==> src/rtl/conv_pkg.sv <==
// Shared definitions for the conv_sequencer frame controller.
// Holds the FSM state encoding and helpers that derive the frame item counts
// (weights, pixels, results) from the convolution geometry.
package conv_pkg;

  typedef enum logic [2:0] {
    IDLE   = 3'd0,
    LOAD_W = 3'd1,
    STREAM = 3'd2,
    DRAIN  = 3'd3,
    DONE   = 3'd4
  } state_e;

  // Number of kernel weights per frame.
  function automatic int unsigned calc_w_nb(input int unsigned kernel_size);
    return kernel_size * kernel_size;
  endfunction

  // Number of input pixels per frame.
  function automatic int unsigned calc_p_nb(input int unsigned data_size);
    return data_size * data_size;
  endfunction

  // Number of output results per frame.
  function automatic int unsigned calc_out_nb(input int unsigned data_size,
                                              input int unsigned kernel_size,
                                              input int unsigned stride);
    int unsigned edge_len;
    edge_len = (data_size - kernel_size) / stride + 1;
    return edge_len * edge_len;
  endfunction

endpackage

==> src/rtl/conv_sequencer.sv <==
// Frame-level controller in front of the conv_simple datapath.
// Accepts one start command per frame, loads the kernel weights, streams one
// frame of pixels and forwards/counts the datapath results until the full
// output map has been seen, then pulses o_done.
//
// Ports:
//   clk, rst_n                 clock, async active-low reset
//   i_start                    one-cycle frame start (sampled in IDLE only)
//   i_wdata/i_wvalid/o_wready  weight stream (row-major)
//   i_pdata/i_pvalid/o_pready  pixel stream (raster order)
//   o_x/o_valid                pixel to datapath
//   o_w/o_addr/o_w_en          weight write port to datapath
//   i_conv_y/i_conv_valid      datapath result
//   o_y/o_y_valid              forwarded result
//   o_busy/o_done              status, frame-complete pulse
module conv_sequencer
  import conv_pkg::*;
#(
  parameter int unsigned KERNEL_SIZE = 5,
  parameter int unsigned DATA_SIZE   = 32,
  parameter int unsigned STRIDE      = 1,
  parameter int unsigned DATA_BW     = 8,
  parameter int unsigned WEIGHT_BW   = 8,
  parameter int unsigned ADDR_BW     = 5,
  parameter int unsigned SUM_BW      = 16
) (
  input  logic                 clk,
  input  logic                 rst_n,
  input  logic                 i_start,
  input  logic [WEIGHT_BW-1:0] i_wdata,
  input  logic                 i_wvalid,
  output logic                 o_wready,
  input  logic [DATA_BW-1:0]   i_pdata,
  input  logic                 i_pvalid,
  output logic                 o_pready,
  output logic [DATA_BW-1:0]   o_x,
  output logic                 o_valid,
  output logic [WEIGHT_BW-1:0] o_w,
  output logic [ADDR_BW-1:0]   o_addr,
  output logic                 o_w_en,
  input  logic [SUM_BW-1:0]    i_conv_y,
  input  logic                 i_conv_valid,
  output logic [SUM_BW-1:0]    o_y,
  output logic                 o_y_valid,
  output logic                 o_busy,
  output logic                 o_done
);

  localparam int unsigned W_NB    = calc_w_nb(KERNEL_SIZE);
  localparam int unsigned P_NB    = calc_p_nb(DATA_SIZE);
  localparam int unsigned OUT_NB  = calc_out_nb(DATA_SIZE, KERNEL_SIZE, STRIDE);
  localparam int unsigned WCNT_BW = $clog2(W_NB + 1);
  localparam int unsigned PCNT_BW = $clog2(P_NB + 1);

  state_e               r_state;
  state_e               w_next;
  logic [WCNT_BW-1:0]   r_wcnt;
  logic [PCNT_BW-1:0]   r_pcnt;
  logic [PCNT_BW-1:0]   r_rcnt;
  logic                 r_wready;
  logic                 r_pready;
  logic                 w_start;
  logic                 w_whs;
  logic                 w_phs;
  logic                 w_racc;
  logic                 w_wlast;
  logic                 w_plast;
  logic                 w_rfull;

  // Handshakes and last-item detection.
  assign w_start = (r_state == IDLE) & i_start;
  assign w_whs   = (r_state == LOAD_W) & i_wvalid;
  assign w_phs   = (r_state == STREAM) & i_pvalid;
  assign w_wlast = w_whs & (r_wcnt == WCNT_BW'(W_NB - 1));
  assign w_plast = w_phs & (r_pcnt == PCNT_BW'(P_NB - 1));
  assign w_rfull = (r_rcnt == PCNT_BW'(OUT_NB));
  // Results only count while the frame is streaming or draining, up to OUT_NB.
  assign w_racc  = i_conv_valid & ~w_rfull &
                   ((r_state == STREAM) | (r_state == DRAIN));

  // Readies are flops loaded from the next state, so they equal a decode of the state.
  assign o_wready = r_wready;
  assign o_pready = r_pready;

  // FSM state register.
  always_ff @(posedge clk or negedge rst_n) begin
    if (!rst_n) r_state <= IDLE;
    else        r_state <= w_next;
  end

  // FSM next-state logic.
  always_comb begin
    w_next = r_state;
    case (r_state)
      IDLE:    if (i_start) w_next = LOAD_W;
      LOAD_W:  if (w_wlast) w_next = STREAM;
      STREAM:  if (w_plast) w_next = DRAIN;
      DRAIN:   if (w_rfull) w_next = DONE;
      DONE:    w_next = IDLE;
      default: w_next = IDLE;
    endcase
  end

  // Weight, pixel and result counters; all cleared when a frame starts.
  always_ff @(posedge clk or negedge rst_n) begin
    if (!rst_n) begin
      r_wcnt <= '0;
      r_pcnt <= '0;
      r_rcnt <= '0;
    end else if (w_start) begin
      r_wcnt <= '0;
      r_pcnt <= '0;
      r_rcnt <= '0;
    end else begin
      if (w_whs)  r_wcnt <= r_wcnt + WCNT_BW'(1);
      if (w_phs)  r_pcnt <= r_pcnt + PCNT_BW'(1);
      if (w_racc) r_rcnt <= r_rcnt + PCNT_BW'(1);
    end
  end

  // Status flags registered from the next state.
  always_ff @(posedge clk or negedge rst_n) begin
    if (!rst_n) begin
      r_wready <= 1'b0;
      r_pready <= 1'b0;
      o_busy   <= 1'b0;
      o_done   <= 1'b0;
    end else begin
      r_wready <= (w_next == LOAD_W);
      r_pready <= (w_next == STREAM);
      o_busy   <= (w_next != IDLE);
      o_done   <= (w_next == DONE);
    end
  end

  // Datapath strobes, one cycle behind their handshakes; data holds otherwise.
  always_ff @(posedge clk or negedge rst_n) begin
    if (!rst_n) begin
      o_w       <= '0;
      o_addr    <= '0;
      o_w_en    <= 1'b0;
      o_x       <= '0;
      o_valid   <= 1'b0;
      o_y       <= '0;
      o_y_valid <= 1'b0;
    end else begin
      o_w_en    <= w_whs;
      o_valid   <= w_phs;
      o_y_valid <= w_racc;
      if (w_whs) begin
        o_w    <= i_wdata;
        o_addr <= ADDR_BW'(r_wcnt);
      end
      if (w_phs)  o_x <= i_pdata;
      if (w_racc) o_y <= i_conv_y;
    end
  end

endmodule

==> config.mk <==
export PLATFORM = sky130hd
export DESIGN_NAME = conv_sequencer
export DESIGN_NICKNAME = d
export VERILOG_FILES = /design/src/rtl/conv_pkg.sv /design/src/rtl/conv_sequencer.sv
export SDC_FILE = /design/constraint.sdc
export NUM_CORES = 1
export LEC_CHECK = 0
export CELL_PAD_IN_SITES_DETAIL_PLACEMENT = 1
export CELL_PAD_IN_SITES_GLOBAL_PLACEMENT = 2
export CORE_ASPECT_RATIO = 1.25
export CORE_MARGIN = 3
export CORE_UTILIZATION = 31
export CTS_CLUSTER_DIAMETER = 80
export CTS_CLUSTER_SIZE = 30
export DETAILED_ROUTE_END_ITERATION = 8
export PLACE_DENSITY = 0.83
export SLEW_MARGIN = 0
export SYNTH_ARGS = -nofsm -noshare
export SYNTH_HDL_FRONTEND = slang
export SYNTH_SLANG_ARGS = --single-unit
==> constraint.sdc <==
create_clock -name clk -period 2.04 [get_ports clk]
set_input_delay 0.408 -clock clk [delete_from_list [all_inputs] [get_ports clk]]
set_output_delay 0.408 -clock clk [all_outputs]
set_load 0.05 [all_outputs]
==> flow_summary.json <==
{
  "ys_top_cells_by_area": "dfrtp_1 59%, mux2_2 11%, nand2_1 5.0%",
  "post_drt_wl_per_cell_um": 14.9,
  "postCtsResizedCells": 0,
  "crit_path_start_kind": "flip-flop",
  "crit_required_ns": 1.63,
  "synth_area_um2": 3160,
  "drt-total-wl_um": 7430,
  "buffer_ports.inserted": 81,
  "core_um2": 9760,
  "critical-path-top-delay-family": "buffers and inverters",
  "period_needed_ns": 1.92,
  "antenna_found_initial": 0,
  "synth_top_area_share_pct": 58.7,
  "cts_sinks": 74,
  "worst_path_largest_cell_delay_ns": 0.83,
  "synth-seq-area-share_pct": 58.7,
  "place_inst": 482,
  "vias": 2340,
  "n_antenna_cell": 0,
  "syn2layout_area_growth_pct": 44.4,
  "seqCellArea_um2": 1850,
  "final.setup.tns_ns": 0,
  "fin_nets": 411,
  "die_w_um": 96.3,
  "ys_warn_count": 0,
  "setup_viol": 0,
  "final_max_slew_viol_count": 0,
  "grt_setup_unrepaired": "no",
  "cts_tree": "built",
  "ios": 82,
  "synth_cells": 274,
  "ant_nets": 0,
  "drive_above_1_share_pct": 17.3,
  "die_h_um": 119,
  "crit_chain": "clkdlybuf4s50_1",
  "cp_max_fo": 2,
  "syn_nets": 317,
  "max_freq_mhz": 520,
  "arrival_ns": 1.52,
  "ir_worst_vdd_mv": 0.808,
  "dp_hpwl_um": 5310,
  "dr.pass1.iters": 4,
  "ys_types": 34,
  "placementRows": 40,
  "p_per_area_nw_per_um2": 1560,
  "h-tree-depth": 3,
  "path_depth": 1,
  "grt_use_total_pct": 14.1,
  "grt-ovfl-total": 0,
  "ys.flop_type": "dfrtp_1",
  "vias_per_cell": 4.71,
  "async_reset_ff_share_pct": 100,
  "final_hold_viol_count": 0,
  "p_leak_nw": 2.00,
  "clk_path_buf_depth": 2,
  "grt_pass1_vias": 2564,
  "crit_buf_inv": 1,
  "min_period_over_period_pct": 94.3,
  "layoutNonFillerInstCount": 497,
  "gp_congestion": 0.748,
  "min_path_cells": 2,
  "critPathSlowestCell": "clkdlybuf4s50_1",
  "status": "finished clean",
  "reg2reg_depth": 6,
  "worstSkewPairLatency_ns": 0.33,
  "cts_setup_buffers": 0,
  "fill_cells": 1045,
  "fin_worst_skew_ns": 0.00981,
  "syn_area_per_cell_um2": 11.5,
  "crit_path_end_kind": "output pin",
  "ys_ff_latch": 74,
  "synth_top_area_cell": "dfrtp_1",
  "path_clk_slew_ns": 0.06,
  "multiInputGateArea_um2": 1250,
  "tightest_slew_ns": 0.535,
  "hp-class": "reg2reg",
  "start_util_pct": 32.3,
  "hold_ws_ns": 0.481,
  "root_buffer": "clkbuf_16",
  "dieArea_um2": 11400,
  "drc_errors": 0,
  "slew_headroom_pct": 64.3,
  "grt_pass1_wl_um": 12300,
  "path_class": "reg2out",
  "cap_violations": 0,
  "drtIter0Drc": 37,
  "synth_enable_flop_cells": 0,
  "cts_made_buffers": 9,
  "grt_max_degree": 36
}
worst reg2reg max path: cells and delay by family (launching register included):
kind	cells	cell delay, ns
DFF	1	0.46
and+or+nand+nor	1	0.38
buffers and inverters	2	0.29
muxes	1	0.28
AOI/OAI and AO/OA	1	0.20
adders and majority gates	1	0.14
routing by layer:
| layer | vias to the layer above | wire length (um) | GRT usage (%) |
|---|---|---|---|
| met5 | - | 0 | 0 |
| met4 | 0 | 188 | 8.27 |
| met3 | 10 | 309 | 3.10 |
| met2 | 45 | 3820 | 23.3 |
| met1 | 1167 | 3110 | 16.4 |
| li1 | 1118 | - | - |
cells by family (layout without fill, tap and decap cells):
logic type	Yosys count	in the layout	share of synthesized area (%)
buf+inv	20	117	2.73
compound gates	17	17	3.09
simple gates	109	109	17.6
flops	74	74	58.7
fa+ha+maj	5	5	1.98
xor+xnor	19	19	5.27
mux	30	30	10.7
synth_stat cells, types with 3 or more instances:
master / number
nand3_1: 6
mux2_2: 30
clkbuf_1: 3
xor2_1: 7
buf_2: 9
nand4_1: 7
o21ai_0: 5
dfrtp_1: 74
inv_1: 8
nor3_1: 4
or3_1: 4
nand2_1: 42
nor4_1: 6
a21oi_1: 7
ha_1: 5
nor2_1: 25
xnor2_1: 12
cell type report:
| type | instances | share of cell area, % |
|---|---|---|
| multi-input cells | 180 | 27.4 |
| well taps | 126 | 3.46 |
| clock buffers | 10 | 5.24 |
| clock inverters | 4 | 1.67 |
| flip-flops and latches | 74 | 40.6 |
| repair buffers | 95 | 20.9 |
| inverters | 8 | 0.659 |
sequential cells by signal (all words and copies together), names as in the netlist, 3 cells and up:
register	count
r_wcnt	5
o_w	8
o_x	8
r_state	3
r_rcnt	11
o_y	16
o_addr	5
r_pcnt	11
final timing paths:
kind / startpoint / end / slack (ns)
setup / recovery: o_y[0] / o_y[0] / 0.12
hold / removal: o_x[7] / o_x[7] / 0.48
setup reg to reg: r_rcnt[0] / o_y[12] / 0.18
hold reg to reg: o_x[7] / o_x[7] / 0.48
max in group asynchronous: rst_n / o_y[15] / 0.97
min in group asynchronous: rst_n / o_x[6] / 0.49
per-stage QoR:
stage	power (W)	util [%]	setup WS [ns]	cell area (um^2)
after floorplan	0.00429	-	0.405	3160
after global placement	0.00543	43.4	-0.0863	4230
after detailed placement	0.00550	43.4	-0.141	4230
after CTS	0.00724	46.7	0.0851	4560
after global routing	0.00749	46.7	0.0614	4560
final	0.00712	46.7	0.116	4560
layout by cell type (no fill, tap or decap), types with 2 or more instances in the layout:
| master | instances |
|---|---|
| and4b_1 | 2 |
| a21oi_1 | 7 |
| dfrtp_1 | 74 |
| and3_1 | 2 |
| mux2_2 | 30 |
| clkbuf_16 | 9 |
| ha_1 | 5 |
| nand2_1 | 42 |
| clkdlybuf4s50_1 | 80 |
| buf_12 | 3 |
| o21ai_0 | 5 |
| bufinv_16 | 2 |
| nor3_1 | 4 |
| buf_4 | 11 |
| nand3_1 | 6 |
| nor2_1 | 25 |
| xor2_1 | 7 |
| or3_1 | 4 |
| inv_1 | 8 |
| nand4_1 | 7 |
| nor4_1 | 6 |
| xnor2_1 | 12 |
timing repair:
action	CTS	global route
endpoints found under the setup margin	0	0
hold endpoints to repair	16	0
hold buffers	1	0
where the power goes:
part / total, W / internal [W] / switching (W)
registers: 0.00225 / 0.00194 / 0.000313
clock network: 0.00168 / 0.00109 / 0.000584
logic: 0.00320 / 0.00123 / 0.00197
No activity file was read; power rests on OpenSTA's default activity.
